<file path="config.mk">
export PLATFORM = sky130hd
export DESIGN_NAME = sm83_reg_bus_pch_seq_flat
export DESIGN_NICKNAME = d
export VERILOG_FILES = /design/src/rtl/sm83_reg_bus_pch_seq_pkg.sv /design/src/rtl/sm83_reg_bus_pch_seq_if.sv /design/src/rtl/sm83_reg_bus_pch_seq_lane.sv /design/src/rtl/sm83_reg_bus_pch_seq.sv /design/src/flat_wrapper.sv
export SDC_FILE = /design/constraint.sdc
export NUM_CORES = 1
export LEC_CHECK = 0
export ABC_AREA = 1
export BUFFER_PORTS_ARGS = -buffer_cell sky130_fd_sc_hd__clkbuf_2
export CAP_MARGIN = 10
export CORE_ASPECT_RATIO = 1.25
export CORE_MARGIN = 8
export CORE_UTILIZATION = 51
export CTS_CLUSTER_SIZE = 24
export DETAILED_ROUTE_END_ITERATION = 10
export GPL_ROUTABILITY_DRIVEN = 0
export PLACE_DENSITY = 0.87
export SYNTH_ARGS = -nofsm -noshare
export SYNTH_HDL_FRONTEND = slang
export SYNTH_SLANG_ARGS = --single-unit
export TNS_END_PERCENT = 5
</file>
<file path="constraint.sdc">
create_clock -name clk -period 4.3 [get_ports clk]
set_clock_uncertainty 0.05 [all_clocks]
set_input_delay 0.215 -clock clk [delete_from_list [all_inputs] [get_ports clk]]
set_output_delay 0.215 -clock clk [all_outputs]
set_load 0.02 [all_outputs]
</file>
<file path="src/rtl/sm83_reg_bus_pch_seq_pkg.sv">
// rtl/sm83_reg_bus_pch_seq_pkg.sv - shared types and helpers for the register bus sequencer
package sm83_reg_bus_pkg;

    typedef enum logic [1:0] {
        IDLE = 2'd0,
        PCH  = 2'd1,
        EVAL = 2'd2,
        DONE = 2'd3
    } reg_bus_state_t;

    // Low bit index of bus b inside a packed BUSES*WIDTH vector
    function automatic int lane_lo(input int b, input int width);
        return b * width;
    endfunction

endpackage

</file>
<file path="src/rtl/sm83_reg_bus_pch_seq_if.sv">
// rtl/sm83_reg_bus_pch_seq_if.sv - handshake and bus signals of the precharge sequencer
interface sm83_reg_bus_pch_seq_if #(
    parameter int WIDTH = 8,
    parameter int BUSES = 3
);
    logic                     start;
    logic                     ready;
    logic [BUSES*WIDTH-1:0]   pd;
    logic [BUSES-1:0]         zero_en;
    logic [BUSES*WIDTH-1:0]   bus_q;
    logic [BUSES*WIDTH-1:0]   bus_q_n;
    logic [BUSES*WIDTH-1:0]   sample;
    logic                     sample_valid;
    logic                     stale;

    modport master (
        output start, pd, zero_en,
        input  ready, bus_q, bus_q_n, sample, sample_valid, stale
    );

    modport slave (
        input  start, pd, zero_en,
        output ready, bus_q, bus_q_n, sample, sample_valid, stale
    );
endinterface

</file>
<file path="src/rtl/sm83_reg_bus_pch_seq_lane.sv">
// rtl/sm83_reg_bus_pch_seq_lane.sv - one dynamic bus: precharge, discharge, zero-force and sample
module sm83_reg_bus_lane
    import sm83_reg_bus_pkg::*;
#(
    parameter int               WIDTH     = 8,
    parameter logic [WIDTH-1:0] ZERO_MASK = 8'h0F
) (
    input  logic             clk,
    input  logic             reset,
    input  logic             pch_stb,
    input  logic             eval_stb,
    input  logic             dis_stb,
    input  logic             decay_stb,
    input  logic [WIDTH-1:0] pd,
    input  logic             zero_en,
    output logic [WIDTH-1:0] bus_q,
    output logic [WIDTH-1:0] sample
);

    logic [WIDTH-1:0] eval_val;

    assign eval_val = bus_q & ~pd & ~(zero_en ? ZERO_MASK : {WIDTH{1'b0}});

    // Decay wins over the idle discharge; both only ever clear bits
    always_ff @(posedge clk) begin
        if (reset) begin
            bus_q  <= '0;
            sample <= '0;
        end else if (pch_stb) begin
            bus_q <= '1;
        end else if (eval_stb) begin
            bus_q  <= eval_val;
            sample <= eval_val;
        end else if (decay_stb) begin
            bus_q <= '0;
        end else if (dis_stb) begin
            bus_q <= bus_q & ~pd;
        end
    end

    ap_no_rise: assert property (@(posedge clk) disable iff (reset)
        !pch_stb |=> ((bus_q & ~$past(bus_q)) == '0));

endmodule

</file>
<file path="src/rtl/sm83_reg_bus_pch_seq.sv">
// rtl/sm83_reg_bus_pch_seq.sv - precharge/evaluate sequencer driving BUSES dynamic register buses
module sm83_reg_bus_pch_seq
    import sm83_reg_bus_pkg::*;
#(
    parameter int               WIDTH        = 8,
    parameter int               BUSES        = 3,
    parameter int               PCH_CYCLES   = 1,
    parameter logic [WIDTH-1:0] ZERO_MASK    = 8'h0F,
    parameter int               DECAY_CYCLES = 4
) (
    input  logic                  clk,
    input  logic                  reset,
    sm83_reg_bus_pch_seq_if.slave rb
);

    localparam int PW = (PCH_CYCLES > 1) ? $clog2(PCH_CYCLES) : 1;
    localparam int DW = (DECAY_CYCLES > 0) ? $clog2(DECAY_CYCLES + 1) : 1;
    localparam logic [PW-1:0] PCH_LAST = PW'(PCH_CYCLES - 1);
    localparam logic [DW-1:0] DMAX     = DW'(DECAY_CYCLES);

    reg_bus_state_t state, state_nx;
    logic [PW-1:0]  pch_cnt, pch_cnt_nx;
    logic [DW-1:0]  dcnt, dcnt_nx;
    logic           stale, stale_nx;
    logic           pch_stb, eval_stb, dis_stb, decay_stb;

    logic [BUSES*WIDTH-1:0] bus_q_w;
    logic [BUSES*WIDTH-1:0] sample_w;

    always_ff @(posedge clk) begin
        if (reset) begin
            state   <= IDLE;
            pch_cnt <= '0;
            dcnt    <= '0;
            stale   <= 1'b1;
        end else begin
            state   <= state_nx;
            pch_cnt <= pch_cnt_nx;
            dcnt    <= dcnt_nx;
            stale   <= stale_nx;
        end
    end

    always_comb begin
        state_nx   = state;
        pch_cnt_nx = pch_cnt;
        dcnt_nx    = dcnt;
        stale_nx   = stale;
        pch_stb    = 1'b0;
        eval_stb   = 1'b0;
        dis_stb    = 1'b0;
        decay_stb  = 1'b0;
        case (state)
            IDLE, DONE: begin
                dis_stb = 1'b1;
                // Saturating leakage timer; fires once on the edge it reaches the limit
                if (DECAY_CYCLES != 0 && dcnt != DMAX) begin
                    dcnt_nx = dcnt + 1'b1;
                    if (dcnt_nx == DMAX) begin
                        decay_stb = 1'b1;
                        stale_nx  = 1'b1;
                    end
                end
                if (rb.start) begin
                    state_nx   = PCH;
                    pch_cnt_nx = '0;
                end else begin
                    state_nx = IDLE;
                end
            end
            PCH: begin
                pch_stb  = 1'b1;
                stale_nx = 1'b0;
                dcnt_nx  = '0;
                if (pch_cnt == PCH_LAST) begin
                    state_nx = EVAL;
                end else begin
                    pch_cnt_nx = pch_cnt + 1'b1;
                end
            end
            EVAL: begin
                eval_stb = 1'b1;
                state_nx = DONE;
            end
            default: state_nx = IDLE;
        endcase
    end

    for (genvar b = 0; b < BUSES; b++) begin : g_lane
        sm83_reg_bus_lane #(
            .WIDTH     (WIDTH),
            .ZERO_MASK (ZERO_MASK)
        ) u_lane (
            .clk       (clk),
            .reset     (reset),
            .pch_stb   (pch_stb),
            .eval_stb  (eval_stb),
            .dis_stb   (dis_stb),
            .decay_stb (decay_stb),
            .pd        (rb.pd[lane_lo(b, WIDTH) +: WIDTH]),
            .zero_en   (rb.zero_en[b]),
            .bus_q     (bus_q_w[lane_lo(b, WIDTH) +: WIDTH]),
            .sample    (sample_w[lane_lo(b, WIDTH) +: WIDTH])
        );
    end

    assign rb.bus_q        = bus_q_w;
    assign rb.bus_q_n      = ~bus_q_w;
    assign rb.sample       = sample_w;
    assign rb.sample_valid = (state == DONE);
    assign rb.ready        = (state == IDLE) || (state == DONE);
    assign rb.stale        = stale;

endmodule

</file>
<file path="src/flat_wrapper.sv">
// flat-port wrapper written by rule: the top's interface ports become plain ports
module sm83_reg_bus_pch_seq_flat import sm83_reg_bus_pkg::*;
#(
    parameter int               WIDTH        = 8,
    parameter int               BUSES        = 3,
    parameter int               PCH_CYCLES   = 1,
    parameter logic [WIDTH-1:0] ZERO_MASK    = 8'h0F,
    parameter int               DECAY_CYCLES = 4
)
  (clk, reset, rb_start, rb_pd, rb_zero_en, rb_ready, rb_bus_q, rb_bus_q_n, rb_sample, rb_sample_valid, rb_stale);
  sm83_reg_bus_pch_seq_if #(.WIDTH(WIDTH), .BUSES(BUSES)) rb_i ();
  input  logic clk;
  input  logic reset;
  input wire logic [$bits(rb_i.start)-1:0] rb_start;
  input wire logic [$bits(rb_i.pd)-1:0] rb_pd;
  input wire logic [$bits(rb_i.zero_en)-1:0] rb_zero_en;
  output wire logic [$bits(rb_i.ready)-1:0] rb_ready;
  output wire logic [$bits(rb_i.bus_q)-1:0] rb_bus_q;
  output wire logic [$bits(rb_i.bus_q_n)-1:0] rb_bus_q_n;
  output wire logic [$bits(rb_i.sample)-1:0] rb_sample;
  output wire logic [$bits(rb_i.sample_valid)-1:0] rb_sample_valid;
  output wire logic [$bits(rb_i.stale)-1:0] rb_stale;
  assign rb_i.start = rb_start;
  assign rb_i.pd = rb_pd;
  assign rb_i.zero_en = rb_zero_en;
  assign rb_ready = rb_i.ready;
  assign rb_bus_q = rb_i.bus_q;
  assign rb_bus_q_n = rb_i.bus_q_n;
  assign rb_sample = rb_i.sample;
  assign rb_sample_valid = rb_i.sample_valid;
  assign rb_stale = rb_i.stale;
  sm83_reg_bus_pch_seq #(.WIDTH(WIDTH), .BUSES(BUSES), .PCH_CYCLES(PCH_CYCLES), .ZERO_MASK(ZERO_MASK), .DECAY_CYCLES(DECAY_CYCLES)) u_core (.clk(clk), .reset(reset), .rb(rb_i));
endmodule
</file>
==> results.md <==
- Dominant synthesized flop cell: dfxtp_1
- Crit path DAT: around 2.5 ns
- Via/cell ratio: between 5 and 6
- Met1 Resource Use GR: 0.198
- Most frequent cell after synthesis: nor2_1
- Total gr overflow: 0
- DR pass1 iterations: 4
- Vias in the first global route: about 2600
- Post-synth net total: 400
- Rows: 28
- DR iter-0 viols: around 160
- Cells after Synth: 363
- Initial antenna violation count: 0
- Worst setup SP type: register
- Max clock buf depth: 2
- Switching part of the total power: 0.475
- CTS tree: built
- CTS Sinks: 54
- Top cell type's share of synthesized area: 0.428
- Int Power: roughly 1.2 mW
- CTS H-tree lvls: 2
- Reg-to-reg slack, setup: 1.97 ns
- Total number of yosys warnings: 0
- Post-CTS sizing: 0
- Placement Cell Area: 3040 µm²
- Worst Setup End Kind: register
- Setup Fix Bufs, Post-CTS: 0
- Number of synthesized flops with an enable pin: 0
- Number of synthesized register bits: 54
- First-pass GRT wire length: about 11 mm
- Fin area: approximately 3100 µm²
- CTS buffer count: 5
- Reg clk slew, reported paths: ~0.09 ns
- CP required: ~4.5 ns
- Post-Synth Adder-Cell Area: 0.0346
- Synth Cell Area: roughly 2500 µm²
- DR WL/cell: around 13 µm
- Initial core utilization: 0.531
- Io pins: about 110
- Setup TNS: 0 ns
- P_leak: 1.62 nW
- Core area: ~4800 µm²
- CP max FO: 34
- Number of max-cap violations: 0
- Main combinational cell family by area after synthesis: simple AND/OR/NAND/NOR gates
- Top post-synthesis cells by count: nor2_1, nand2_1, dfxtp_1
- Met3 Use GR: 0.0770
- Fin crit period: 2.33 ns
- Pwr Density: 727 nW/µm²
- Ys async rst share: 0
- Largest net degree at the start of global routing: 35
- Fin crit share: 0.541
- Achievable Freq: between 400 and 500 MHz
- Post-route ant nets: 0
- Unrepaired setup endpoints after global routing: no
- Antenna diode instance count: 0
- DRC Markers: 0
- Crit path kind: reg2reg
- Syn avg cell area: roughly 7.0 µm²
- Seq/Total Area, Yosys: 0.428
- Total Wirelength: between 6 and 7 mm
- Cell accounting for the most synthesized area: dfxtp_1
- Met2 usage: 0.318
- Psw: around 1.1 mW
- Vias: ~2600
- HPWL Detailed: 5.05 mm
- Compound-Gate Fraction of Synth Area: 0.0930
- Simple-Gate Fraction of Synth Area: 0.327
- Final Max Slew Viols: 0
- Later-pin clock latency in the skew report: roughly 0.31 ns
- Slew HR: 0.395
- Proportion of synthesized area in mux cells: 0
- GR peak layer: met2
- Reg power frac: 0.329
- Clk pwr share: 0.151
- Root Driver: clkbuf_8
- Worst Hold Class: in2reg
- Tightest Pin Transition: 0.908 ns
- Final #Nets: about 500
- Yosys cell types: 22
- Fin. Hold Viols: 0
- Area delta synth->final: 24.5%
- VDD IR-drop max: between 0.0004 and 0.0005 V
- Combinational share of power: 0.520
- # port buffers: around 100
- Status: complete, no violations
- Xor/xnor share of the synthesized area: 0
- Total die area: around 7500 µm²
- Largest cells by area after synthesis: dfxtp_1, nor2_1, nand3_1, nand2_1, inv_1
- Hold_buf cts: 0
- Final Setup Violations: 0
- Gr usage total: 0.185
- Width of the chip: between 70 and 80 µm
- Proportion of layout cells with a drive suffix above 1: 0.260
- Die Ht: approximately 95 µm
==> cell families after synthesis <==
group                      after synthesis
and+or+nand+nor                        183
adders and majority gates                7
buffers and inverters                   72
DFF                                     54
AOI/OAI and AO/OA                       47
==> critical path, stage by stage, from the launching register on <==
cell	delay, ns
dfxtp_1	0.39
inv_1	0.06
ha_1	0.39
inv_2	0.54
nand4_4	0.42
nand2_1	0.15
nand3_1	0.08
nand2_1	0.08
inv_1	0.05
==> per-stage QoR <==
stage	cells	total power, mW	util	hold WS, ns	setup WS (ns)
3_5_place_dp	511	1.96	0.637	0.409	1.98
5_1_grt	518	2.46	0.661	0.132	1.71
2_1_floorplan	363	1.60	-	0.234	2.64
4_1_cts	518	2.30	0.661	0.122	1.99
6_report	518	2.29	0.661	0.130	1.97
3_3_place_gp	511	1.93	0.637	0.402	2.10
==> placed cells by master (no fill, tap or decap) <==
master,instances
nor2_1,62
ha_1,7
clkinv_1,1
a21oi_1,31
o21ai_0,16
and3_1,1
nand3_1,44
dfxtp_1,54
nand4_1,7
inv_1,53
nand4_4,1
inv_2,2
nand2_1,58
nand3_4,1
nor2_2,1
clkbuf_2,104
clkbuf_8,6
nand2_2,1
and2_1,5
bufinv_16,1
nand2_4,2
==> sequential cells by signal (all words and copies together), names as in the netlist <==
register,cells
u_core.rb.stale,1
u_core.g_lane.u_lane.bus_q,24
u_core.dcnt,3
u_core.state,2
u_core.g_lane.u_lane.sample,24
==> layout make-up <==
| class | instances | area, µm² |
|---|---|---|
| flip-flops and latches | 54 | 1080 |
| inverters | 56 | 210 |
| clock buffers | 6 | 82.6 |
| fillers | 426 | 1620 |
| well taps | 60 | 75.1 |
| multi-input cells | 237 | 1150 |
| repair buffers | 104 | 520 |
| clock inverters | 1 | 30.0 |
==> power by group through the flow <==
stage	clock network [mW]	registers (mW)	logic (mW)
2_1_floorplan	0	0.904	0.700
3_3_place_gp	0	0.760	1.17
3_5_place_dp	0	0.761	1.20
4_1_cts	0.351	0.752	1.20
5_1_grt	0.369	0.772	1.32
6_report	0.344	0.752	1.19
==> final timing paths <==
check / start / endpoint / depth (start not counted)
worst max-delay path: u_core.state[0] / u_core.g_lane[1].u_lane.bus_q[7] / 8
worst max register to register: u_core.state[0] / u_core.g_lane[1].u_lane.bus_q[7] / 8
worst min-delay path: rb_pd[22] / u_core.g_lane[2].u_lane.sample[6] / 4
worst min register to register: u_core.g_lane[1].u_lane.sample[3] / u_core.g_lane[1].u_lane.sample[3] / 2
==> per-layer routing <==
metal / wire length (µm) / vias to the layer above / share of wire
met2: 3060 / 124 / 0.44
met3: 848 / 6 / 0.12
li1: - / 1323 / -
met5: 0 / - / 0
met1: 2920 / 1171 / 0.42
met4: 90 / 0 / 0.013
Power figures use the tool's default switching activity.
